## src/rtl/muldiv_unit.sv

```systemverilog
// ---------------------------------------------------------------------------
// muldiv_unit
//
// Multi-cycle integer multiply/divide unit holding the architectural HI/LO
// registers. It implements MULT, MULTU, DIV, DIVU (iterative, one bit per
// cycle) and the MTHI/MTLO register writes.
//
// Handshake: a request is taken when start=1 and busy=0 at a rising edge.
// busy stays high from the cycle after acceptance until the result is
// written. done pulses for exactly one cycle as HI/LO take the new value.
// A new start may be presented in that done cycle.
//
// Ports
//   clk, rst        clock, synchronous active-high reset
//   start, op, A, B operation request (op: 00 MULT, 01 MULTU, 10 DIV, 11 DIVU)
//   hi_we, lo_we    MTHI / MTLO enables, data on wdata (idle and no start only)
//   hi, lo          architectural HI / LO registers
//   busy            operation in progress
//   done            one-cycle pulse when a result lands in HI/LO
//   div_zero        one-cycle pulse with done when a divide had B=0
//   state_dbg       current FSM state (00 IDLE, 01 CALC, 10 FIX)
// ---------------------------------------------------------------------------
module muldiv_unit #(
  parameter int WIDTH = 32
) (
  input  logic             clk,
  input  logic             rst,
  input  logic             start,
  input  logic [1:0]       op,
  input  logic [WIDTH-1:0] A,
  input  logic [WIDTH-1:0] B,
  input  logic             hi_we,
  input  logic             lo_we,
  input  logic [WIDTH-1:0] wdata,
  output logic [WIDTH-1:0] hi,
  output logic [WIDTH-1:0] lo,
  output logic             busy,
  output logic             done,
  output logic             div_zero,
  output logic [1:0]       state_dbg
);

  localparam int CW = $clog2(WIDTH);
  localparam logic [CW-1:0] LAST = CW'(WIDTH - 1);

  typedef enum logic [1:0] {
    S_IDLE = 2'd0,
    S_CALC = 2'd1,
    S_FIX  = 2'd2
  } state_t;

  state_t             state;
  logic               is_div;    // latched op[1]
  logic               neg_res;   // product / quotient must be negated
  logic               neg_rem;   // remainder must be negated (sign of A)
  logic               bz;        // divide by zero
  logic [WIDTH-1:0]   a_q;       // multiplicand, or dividend shifting into quotient
  logic [WIDTH-1:0]   b_q;       // multiplier (shifts right), or divisor
  logic [2*WIDTH-1:0] acc;       // product; low half is the remainder when dividing
  logic [CW-1:0]      cnt;

  // Operand magnitudes; op[0]=0 selects the signed variants.
  logic             a_neg, b_neg;
  logic [WIDTH-1:0] a_mag, b_mag;

  // One multiply iteration.
  logic [WIDTH:0]     msum;
  logic [2*WIDTH-1:0] mult_next;

  // One restoring-divide iteration.
  logic [WIDTH:0]   rem_sh;
  logic [WIDTH:0]   diff;
  logic             ge;
  logic [WIDTH-1:0] rem_next;
  logic [WIDTH-1:0] quo_next;

  // Sign-corrected results used in FIX.
  logic [2*WIDTH-1:0] prod_fix;
  logic [WIDTH-1:0]   quo_fix;
  logic [WIDTH-1:0]   rem_fix;

  always_comb begin
    a_neg = A[WIDTH-1] & ~op[0];
    b_neg = B[WIDTH-1] & ~op[0];
    a_mag = a_neg ? (~A + 1'b1) : A;
    b_mag = b_neg ? (~B + 1'b1) : B;

    // LSB-first: add the multiplicand into the upper half when the current
    // multiplier bit is set, then shift the whole accumulator right with the
    // carry entering at the top.
    msum      = {1'b0, acc[2*WIDTH-1:WIDTH]} + (b_q[0] ? {1'b0, a_q} : '0);
    mult_next = {msum, acc[WIDTH-1:1]};

    // The remainder is always below the divisor, so the W+1-bit trial
    // difference cannot overflow and its top bit is a valid sign.
    rem_sh   = {acc[WIDTH-1:0], a_q[WIDTH-1]};
    diff     = rem_sh - {1'b0, b_q};
    ge       = ~diff[WIDTH];
    rem_next = ge ? diff[WIDTH-1:0] : rem_sh[WIDTH-1:0];
    quo_next = {a_q[WIDTH-2:0], ge};

    prod_fix = neg_res ? (~acc + 1'b1) : acc;
    quo_fix  = neg_res ? (~a_q + 1'b1) : a_q;
    rem_fix  = neg_rem ? (~acc[WIDTH-1:0] + 1'b1) : acc[WIDTH-1:0];
  end

  always_ff @(posedge clk) begin
    if (rst) begin
      state    <= S_IDLE;
      is_div   <= 1'b0;
      neg_res  <= 1'b0;
      neg_rem  <= 1'b0;
      bz       <= 1'b0;
      a_q      <= '0;
      b_q      <= '0;
      acc      <= '0;
      cnt      <= '0;
      hi       <= '0;
      lo       <= '0;
      busy     <= 1'b0;
      done     <= 1'b0;
      div_zero <= 1'b0;
    end else begin
      done     <= 1'b0;
      div_zero <= 1'b0;
      case (state)
        S_IDLE: begin
          if (start) begin
            is_div  <= op[1];
            a_q     <= a_mag;
            b_q     <= b_mag;
            neg_res <= a_neg ^ b_neg;
            neg_rem <= a_neg & op[1];
            bz      <= op[1] & (B == '0);
            acc     <= '0;
            cnt     <= '0;
            busy    <= 1'b1;
            state   <= S_CALC;
          end else begin
            if (hi_we) hi <= wdata;
            if (lo_we) lo <= wdata;
          end
        end

        S_CALC: begin
          if (is_div) begin
            acc[WIDTH-1:0] <= rem_next;
            a_q            <= quo_next;
          end else begin
            acc <= mult_next;
            b_q <= b_q >> 1;
          end
          cnt <= cnt + 1'b1;
          if (cnt == LAST) state <= S_FIX;
        end

        S_FIX: begin
          if (is_div) begin
            // Divide by zero: quotient forced to all ones; the corrected
            // remainder already equals A.
            lo <= bz ? '1 : quo_fix;
            hi <= rem_fix;
          end else begin
            hi <= prod_fix[2*WIDTH-1:WIDTH];
            lo <= prod_fix[WIDTH-1:0];
          end
          done     <= 1'b1;
          div_zero <= bz;
          busy     <= 1'b0;
          state    <= S_IDLE;
        end

        default: begin
          busy  <= 1'b0;
          state <= S_IDLE;
        end
      endcase
    end
  end

  assign state_dbg = state;

endmodule

```

## config.mk

```make
export PLATFORM = sky130hd
export DESIGN_NAME = muldiv_unit
export DESIGN_NICKNAME = d
export VERILOG_FILES = /design/src/rtl/muldiv_unit.sv
export SDC_FILE = /design/constraint.sdc
export NUM_CORES = 1
export LEC_CHECK = 0
export ABC_AREA = 1
export CORE_AREA = 2 2 222 224
export DETAILED_ROUTE_END_ITERATION = 7
export DIE_AREA = 0 0 224 226
export DONT_BUFFER_PORTS = 1
export GPL_TIMING_DRIVEN = 0
export HOLD_SLACK_MARGIN = 0.15
export PLACE_DENSITY = 0.66
export SLEW_MARGIN = 5
export SYNTH_ARGS = -nofsm -noshare
export SYNTH_HDL_FRONTEND = slang
export SYNTH_SLANG_ARGS = --single-unit
```

## constraint.sdc

```tcl
create_clock -name clk -period 2.7 [get_ports clk]
set_clock_uncertainty 0.05 [all_clocks]
set_input_delay 0.135 -clock clk [delete_from_list [all_inputs] [get_ports clk]]
set_output_delay 0.135 -clock clk [all_outputs]
set_load 0.005 [all_outputs]
```

# After elaboration in Yosys (flattened, before gate mapping)
# Index checks and enable logic that the tools add are counted.
# totals
n_memories	0
out_inout_bits	69
reg_bits	206
latchBits	0
mem_bits_ro	0
word_cells	94
ramBits	0
inputBits	103
# classes
bitwise_logic	14
n_lt_le_gt_ge	0
shifts	0
mux	34
n_addsub	8
multipliers	0
n_eq_ne	10
reduce_logical	13
n_div	0
# op_table
cell	count
32-bit two-way mux	19
32-bit one-hot mux with 2 select lines	4
32-bit by 1-bit adder with 32-bit output (second input constant)	4
64-bit two-way mux	2
32-bit inverter	4
64-bit one-hot mux with 2 select lines	1
64-bit by 1-bit adder with 64-bit output (second input constant)	1
64-bit inverter	1
32-bit by 32-bit adder with 33-bit output	1
33-bit by 32-bit subtractor with 33-bit output	1
32-bit zero test	1
2-bit != test (second input constant)	7
3-bit AND reduction	4
5-bit one-hot mux with 2 select lines	1
2-bit AND reduction	4
5-bit by 1-bit adder with 5-bit output (second input constant)	1
5-bit equality test (second input constant)	1
5-bit two-way mux	1
1-bit AND	4
2-bit two-way mux	2
1-bit inverter	4
2-bit one-hot mux with 2 select lines	1
2-bit nonzero test	2
2-bit by 1-bit equality test with 1-bit output (second input constant)	1
other kinds (6)	7

# Longest topological paths before layout
# Gate-level depths: netlist (run 1).
# logic_depth
ltp_word	6
mapped_depth	20
ltp_nobuf	19

# Worst setup path before layout (run 1)
# Ideal clock, no wire load.
# synth_path
kind	register to register
from	reg b_q[0]
to	reg acc[55]
t_arrival_ns	2.274
setup_time_ns	0.132
path_buffers	1
setup_slack_ns	0.244
t_required_ns	2.518
stages_incl_launch_ff	15
synth_period_minus_slack_ns	2.456
path_cell_list	dfxtp_1 -> clkbuf_1 -> nand2_1 -> inv_1 -> ha_1 -> inv_1 -> fa_1 -> nor3_1 -> nor2_1 -> o21ai_1 -> nand3_1 -> nand2_1 -> a21boi_0 -> o21ai_0 -> a21oi_1
# synth_via
elab_chain_len	4
# synth_lines
element	line	rtl
from (decl)	58	logic [WIDTH-1:0] b_q;
from (signal assigned)	131	b_q <= b_mag;
from (signal assigned)	151	b_q <= b_q >> 1;
32-bit two-way mux	91	msum = {1'b0, acc[2*WIDTH-1:WIDTH]} + (b_q[0] ? {1'b0, a_q} : '0);
32-bit by 32-bit adder with 33-bit output	91	
32-bit two-way mux	146	if (is_div) begin
64-bit one-hot mux with 2 select lines	126	case (state)
to (signal, indexed assignment)	147	acc[WIDTH-1:0] <= rem_next;
to (signal assigned)	150	acc <= mult_next;
to (decl)	59	logic [2*WIDTH-1:0] acc;
# No other way between the ends. The select of a mux whose other input is x is not followed.
# A chain may end at the register's enable or synchronous reset.

# Worst setup path in the final report (run 1)
# layout_path
from	reg a_q[1]
to	reg lo[13]
# layout_via
elab_chain_len	6
# layout_lines
element	line	rtl
from (decl)	57	logic [WIDTH-1:0] a_q;
from (signal assigned)	130	a_q <= a_mag;
from (signal assigned)	148	a_q <= quo_next;
32-bit inverter	103	quo_fix = neg_res ? (~a_q + 1'b1) : a_q;
32-bit by 1-bit adder with 32-bit output	103	
32-bit two-way mux	103	
32-bit two-way mux	161	lo <= bz ? '1 : quo_fix;
32-bit two-way mux	158	if (is_div) begin
32-bit one-hot mux with 2 select lines	126	
to (signal assigned)	141	if (lo_we) lo <= wdata;
to (signal assigned)	161	
to (signal assigned)	165	lo <= prod_fix[WIDTH-1:0];
to (decl)	36	output logic [WIDTH-1:0] lo,
# No other way between the ends.

==> impl_metrics.json, run 1 <==
{
  "status": "finished, violations left",
  "violations": "design-rule violations, negative setup slack",
  "syn_nets": 3663,
  "critical_path_class": "flop to flop",
  "worst-path-stages": 11,
  "gp_congestion": 1.03,
  "row_count": 81,
  "antenna_found_initial": 4,
  "synth_edf_count": 0,
  "gr-usage-met2_pct": 57.3,
  "grt_pass1_wl_mm": 139,
  "grt_pass1_vias": 22500,
  "synth-seq-cells": 206,
  "yosys-top-cells-count": "993 x nand2_1, 425 x a21oi_1, 421 x inv_1",
  "ant_nets": 0,
  "tightest_slew_ns": 0.973,
  "finalWirelength_mm": 94.8,
  "cts.sinks": 206,
  "synth_top_area_cell": "dfxtp_1",
  "fp.coreArea_sq_um": 48300,
  "setup_tns_ns": -0.136,
  "crit_path_cell_trace": "clkinvlp_4, buf_4, nand3_1, nor2_4, nand2_1, nor2_1, inv_1, o21ai_0, o21ai_0, nand3_1, a21oi_1",
  "first_iter_violations": 2813,
  "dp_hpwl_mm": 75.2,
  "grt_max_degree": 14,
  "async_reset_ff_share_pct": 0,
  "hold_depth": 4,
  "synth_warnings": 0,
  "avgViaCountPerCell": 5.71,
  "met1_usage_pct": 49.3,
  "cp_slowest_stage_delay_ns": 0.58,
  "drcViolationCount": 1,
  "met3_usage_pct": 5.49,
  "cts_tree": "yes",
  "p_leak_nw": 10.4,
  "pwr_density_cell_nw_per_um2": 485,
  "crit_family": "compound AO/OA/AOI/OAI gates",
  "setup_ws_ns": -0.0547,
  "start_util_pct": 40.5,
  "hold_violations": 0,
  "endpoint_kind": "flop",
  "setup_violations": 5,
  "stdcell_area_sq_um": 23200,
  "dr.pass1.iters": 8,
  "fin_crit_ns": 2.75,
  "placed_area_sq_um": 20300,
  "utilization_pct": 48.1,
  "root_buffer": "clkbuf_16",
  "die_area_sq_um": 50600,
  "cp_max_fo": 4,
  "slew_headroom_pct": 35.1,
  "grt-ovfl-total": 0,
  "yosys.cell_count.top_type": "nand2_1",
  "period_share_pct": 102,
  "drive_gt1_share_pct": 6.93,
  "max_freq_mhz": 363,
  "die_w_um": 224,
  "peakVddDrop_v": 0.000462,
  "cp.required_ns": 3.15,
  "dp.cells": 4109,
  "nNetsFinal": 3839,
  "htreeDepth": 1,
  "syn_to_final_growth_pct": 18.8,
  "fillers": 5196,
  "wire_per_inst_um": 22.0,
  "slowest_stage": "o21ai_0",
  "layout.cells.non_filler": 4304,
  "worst_r2r_path_depth": 11,
  "slew_viol_final": 0,
  "hold_path_class": "input pin to flop",
  "cts_buffer_depth": 3,
  "die_h_um": 226,
  "clk_pin_slew_ns": 0.06,
  "synthDistinctLibCells": 53,
  "cp.arrival_ns": 3.20,
  "synth_area_sq_um": 19600,
  "yosys.area.top_type_share_pct": 21.1,
  "ioPinCount": 172,
  "clk_latency_ns": 0.58,
  "vias": 24600,
  "cp_num_buf_inv": 3,
  "ys_seq_area_share_pct": 21.1,
  "startpoint_type": "flop",
  "top_usage_layer": "met2",
  "maxCapViolations": 0,
  "syn_inst": 3487,
  "p_total_mw": 11.3,
  "yosys-top-cells-area": "dfxtp_1 21%, nand2_1 19%, a21oi_1 11%",
  "syn_area_per_cell_sq_um": 5.61,
  "synth_flop_cell": "dfxtp_1",
  "numCtsBuffers": 24,
  "grt_usage_pct": 36.3,
  "numPortBuffers": 0
}
power breakdown:
group          internal, mW  leakage, nW  total, mW  switching [mW]
Sequential             3.23         1.69       3.49           0.267
Clock                  1.93        0.379       3.41            1.48
Combinational          1.42         8.31       4.37            2.96
worst paths after layout:
path,from,slack (ns),end
worst max-delay path,a_q[1],-0.05,lo[13]
worst min register to register,b_q[30],0.42,b_q[30]
worst max register to register,a_q[1],-0.05,lo[13]
worst min-delay path,start,0.17,lo[4]
cell families after synthesis:
| kind of cell | Yosys count | synth area share [%] |
|---|---|---|
| buffers and inverters | 587 | 11.6 |
| flip-flops | 206 | 21.1 |
| AND/OR/NAND/NOR | 1788 | 38.5 |
| XOR/XNOR | 68 | 3.05 |
| AO/OA/AOI/OAI | 765 | 21.0 |
| adder cells (fa/ha/maj) | 73 | 4.75 |
worst reg2reg max path, cell delays in order, from the launching register on:
cell and delay, ns:
dfxtp_1 0.45, clkinvlp_4 0.29, buf_4 0.21, nand3_1 0.16, nor2_4 0.08, nand2_1 0.19
nor2_1 0.08, inv_1 0.07, o21ai_0 0.09, o21ai_0 0.58, nand3_1 0.26, a21oi_1 0.17
stage by stage:
step	setup slack (ns)	hold slack, ns
after global routing	-0.0644	0.201
after detailed placement	-0.569	0.263
after floorplan	0.244	0.246
after global placement	-0.583	0.260
after CTS	0.0183	0.151
final	-0.0547	0.173
registers in the layout, summed over array words and instances, names as in the netlist:
| name | count |
|---|---|
| a_q | 32 |
| acc | 64 |
| b_q | 32 |
| busy | 1 |
| bz | 1 |
| cnt | 5 |
| div_zero | 1 |
| done | 1 |
| hi | 32 |
| is_div | 1 |
| lo | 32 |
| neg_rem | 1 |
| neg_res | 1 |
| state_dbg | 2 |
cell usage in the layout, fill, tap and decap left out, types with 53 or more instances in the layout:
cell / netlist / layout
nand2_1: 993 / 987
inv_1: 421 / 416
a21oi_1: 425 / 413
nor2_1: 335 / 324
nand3_1: 282 / 275
o21ai_0: 210 / 202
dfxtp_1: 206 / 187
dlygate4sd3_1: 0 / 136
clkbuf_1: 110 / 106
xor2_1: 62 / 61
nand4_1: 53 / 53
cell type report:
type | instances | area (sq um) | area share, %
Sequential cell | 206 | 4150 | 17.9
Clock inverter | 9 | 128 | 0.549
Tap cell | 622 | 778 | 3.35
Timing Repair Buffer | 151 | 1500 | 6.46
Buffer | 151 | 684 | 2.95
Clock buffer | 35 | 672 | 2.89
Inverter | 435 | 1640 | 7.04
Antenna cell | 1 | 2.50 | 0.0108
Multi-Input combinational cell | 2694 | 13700 | 58.9
timing repair:
| action | CTS | global route |
|---|---|---|
| pin swaps | 3 | 11 |
| hold buffers | 136 | 0 |
| buffers inserted | 6 | 7 |
| gates cloned | 0 | 2 |
| endpoints found under the setup margin | 122 | 119 |
| endpoints found under the hold margin | 138 | 0 |
| gates resized for setup | 32 | 141 |
layer usage:
metal | part of all wire [%] | vias up
met3 | 9.1 | 225
met2 | 44 | 1305
met4 | 4.6 | 4
met1 | 43 | 11200
met5 | 0.020 | -
li1 | - | 11800
(Power assumes the default switching activity.)
==> run 2, diff against run 1 <==
Settings changed: CORE_AREA 2 2 222 224 to 2 2 227 229, DIE_AREA 0 0 224 226 to 0 0 229 231, PLACE_DENSITY 0.66 to not set, PLACE_DENSITY_LB_ADDON set to 0.25.
==> run 2 against run 1 <==
Effect of this change:
- the run still ends with design-rule violations, negative setup slack left
- sequential share of layout area decreased by 0.15 points
- count of clock-buffer cells in the layout decreased by 2
- sequential power about the same
- via count decreased by 0.11%
- global-route usage decreased by 1.8 points
- register-to-register slack got worse by 0.02 ns
- combinational power decreased by 1%
- non-clock buffer count increased by 16
- setup slack got worse by 0.019 ns
- die area increased by 4.5%
- power increased by 3.7%
- highest routed layer unchanged
- critical path depth unchanged
==> impl_metrics.json, run 2 (synthesis results as in run 1) <==
{
  "dp_hpwl_mm": 75.5,
  "final_common_cell": "nand2_1",
  "die_area_sq_um": 52900,
  "cts.sinks": 206,
  "status": "finished, violations left",
  "fp.coreArea_sq_um": 50700,
  "slowest_stage": "o21ai_0",
  "numCtsBuffers": 26,
  "final_cell_mix": "985 x nand2_1, 415 x inv_1, 415 x a21oi_1",
  "clk_pin_slew_ns": 0.06,
  "grt-ovfl-total": 0,
  "endpoint_kind": "flop",
  "cp_slowest_stage_delay_ns": 0.55,
  "gp_congestion": 1.03,
  "rsz0062_at_grt": "yes",
  "fin_crit_ns": 2.77,
  "max_freq_mhz": 360,
  "setup_ws_ns": -0.0740,
  "finalWirelength_mm": 95.1,
  "cp.arrival_ns": 3.18,
  "hold_path_class": "input pin to flop",
  "die_w_um": 229,
  "drcViolationCount": 4,
  "grt_pass1_wl_mm": 139,
  "cp_num_buf_inv": 1,
  "antenna_found_initial": 3,
  "startpoint_type": "flop",
  "violations": "design-rule violations, negative setup slack",
  "cts_buffer_depth": 3,
  "root_buffer": "clkbuf_16",
  "wire_per_inst_um": 21.7,
  "ant_nets": 0,
  "drive_gt1_share_pct": 6.73,
  "p_total_mw": 11.7,
  "maxCapViolations": 0,
  "numPortBuffers": 0,
  "die_h_um": 231,
  "cp.required_ns": 3.11,
  "cp_max_fo": 7,
  "slew_headroom_pct": 38.1,
  "largest_register_ffs": 64,
  "avgViaCountPerCell": 5.60,
  "grt_usage_pct": 34.4,
  "dr.pass1.iters": 8,
  "cp_common_cell": "nand2_1",
  "pwr_density_cell_nw_per_um2": 500,
  "ioPinCount": 172,
  "cts_tree": "yes",
  "utilization_pct": 46.2,
  "top_register": "acc",
  "crit_path_cell_trace": "buf_2, nor2_1, nand3_1, nor2_1, nand2_1, o21ai_0, nand2_1, o21ai_0, o21ai_1, nand2_1, a21oi_1",
  "slew_viol_final": 0,
  "syn_to_final_growth_pct": 19.7,
  "fillers": 5596,
  "p_leak_nw": 10.5,
  "period_share_pct": 103,
  "tightest_slew_ns": 0.928,
  "start_util_pct": 38.6,
  "peakVddDrop_v": 0.000384,
  "hold_violations": 0,
  "crit_family": "simple AND/OR/NAND/NOR gates",
  "htreeDepth": 1,
  "grt_pass1_vias": 22200,
  "vias": 24500,
  "row_count": 83,
  "first_iter_violations": 2600,
  "nNetsFinal": 3857,
  "setup_violations": 1,
  "grt_max_degree": 15,
  "clk_latency_ns": 0.60,
  "critical_path_class": "flop to flop",
  "preCtsSetupSlack_ns": -0.538
}
[run 2: cell types whose count changed in the layout (fill, tap and decap cells not counted), moves of 5 or more]
cell           before  now
buf_4              15   21
clkbuf_1          106   96
dlygate4sd3_1     136  147
ha_1               49   54
nor2_1            324  329
nor3_1             37   42
[run 2: path summary, 6_finish.rpt]
check,from,cells past startpoint,slack (ns),end
setup reg to reg,acc[23],11,-0.07,hi[27]
hold / removal,start,4,0.12,lo[3]
hold reg to reg,b_q[23],2,0.41,b_q[23]
setup / recovery,acc[23],11,-0.07,hi[27]
[run 2: worst reg2reg max path, stage by stage, from the launching register on]
cell,delay [ns]
dfxtp_1,0.34
buf_2,0.19
nor2_1,0.15
nand3_1,0.19
nor2_1,0.34
nand2_1,0.11
o21ai_0,0.17
nand2_1,0.16
o21ai_0,0.55
o21ai_1,0.23
nand2_1,0.12
a21oi_1,0.06
[run 2: stage by stage]
stage | cell area [sq um] | std cells | setup TNS, ns | hold slack [ns]
floorplan | 19600 | 3487 | 0 | 0.246
global placement | 20400 | 4167 | -23.43 | 0.260
detailed placement | 20400 | 4167 | -24.20 | 0.277
CTS | 23000 | 4367 | -0.00283 | 0.0161
global route | 23400 | 4379 | -0.149 | 0.194
finish | 23400 | 4380 | -0.0740 | 0.124
[run 2: report_power, final]
part           internal (mW)  switching, mW
sequential              3.23          0.260
combinational           1.38           2.94
clock                   2.36           1.54
total                   6.96           4.74
[run 2: timing repair]
action | 4_1_cts | 5_1_grt
gates cloned | 0 | 1
buffers inserted | 10 | 9
hold buffers | 146 | 1
resized for setup | 37 | 113
endpoints found under the hold margin | 138 | 4
pin swaps | 4 | 11
endpoints found under the setup margin | 120 | 110
[run 2: cell type report]
class	instances	area, sq um	share of cell area [%]
Tap cell	680	851	3.63
Multi-Input combinational cell	2694	13500	57.8
Clock inverter	12	218	0.930
Clock buffer	33	717	3.06
Sequential cell	206	4150	17.7
Inverter	435	1640	7.01
Buffer	151	676	2.89
Timing Repair Buffer	167	1620	6.92
Antenna cell	2	5.00	0.0214
[run 2: per-layer routing]
metal | track usage (%) | part of all wire, % | wire, um | vias up
li1 | - | - | - | 11800
met2 | 55.6 | 44 | 42200 | 1225
met4 | 11.8 | 4.0 | 3760 | 2
met3 | 4.95 | 8.4 | 8020 | 210
met1 | 46.9 | 43 | 41200 | 11300
met5 | 0 | 0.014 | 13 | -
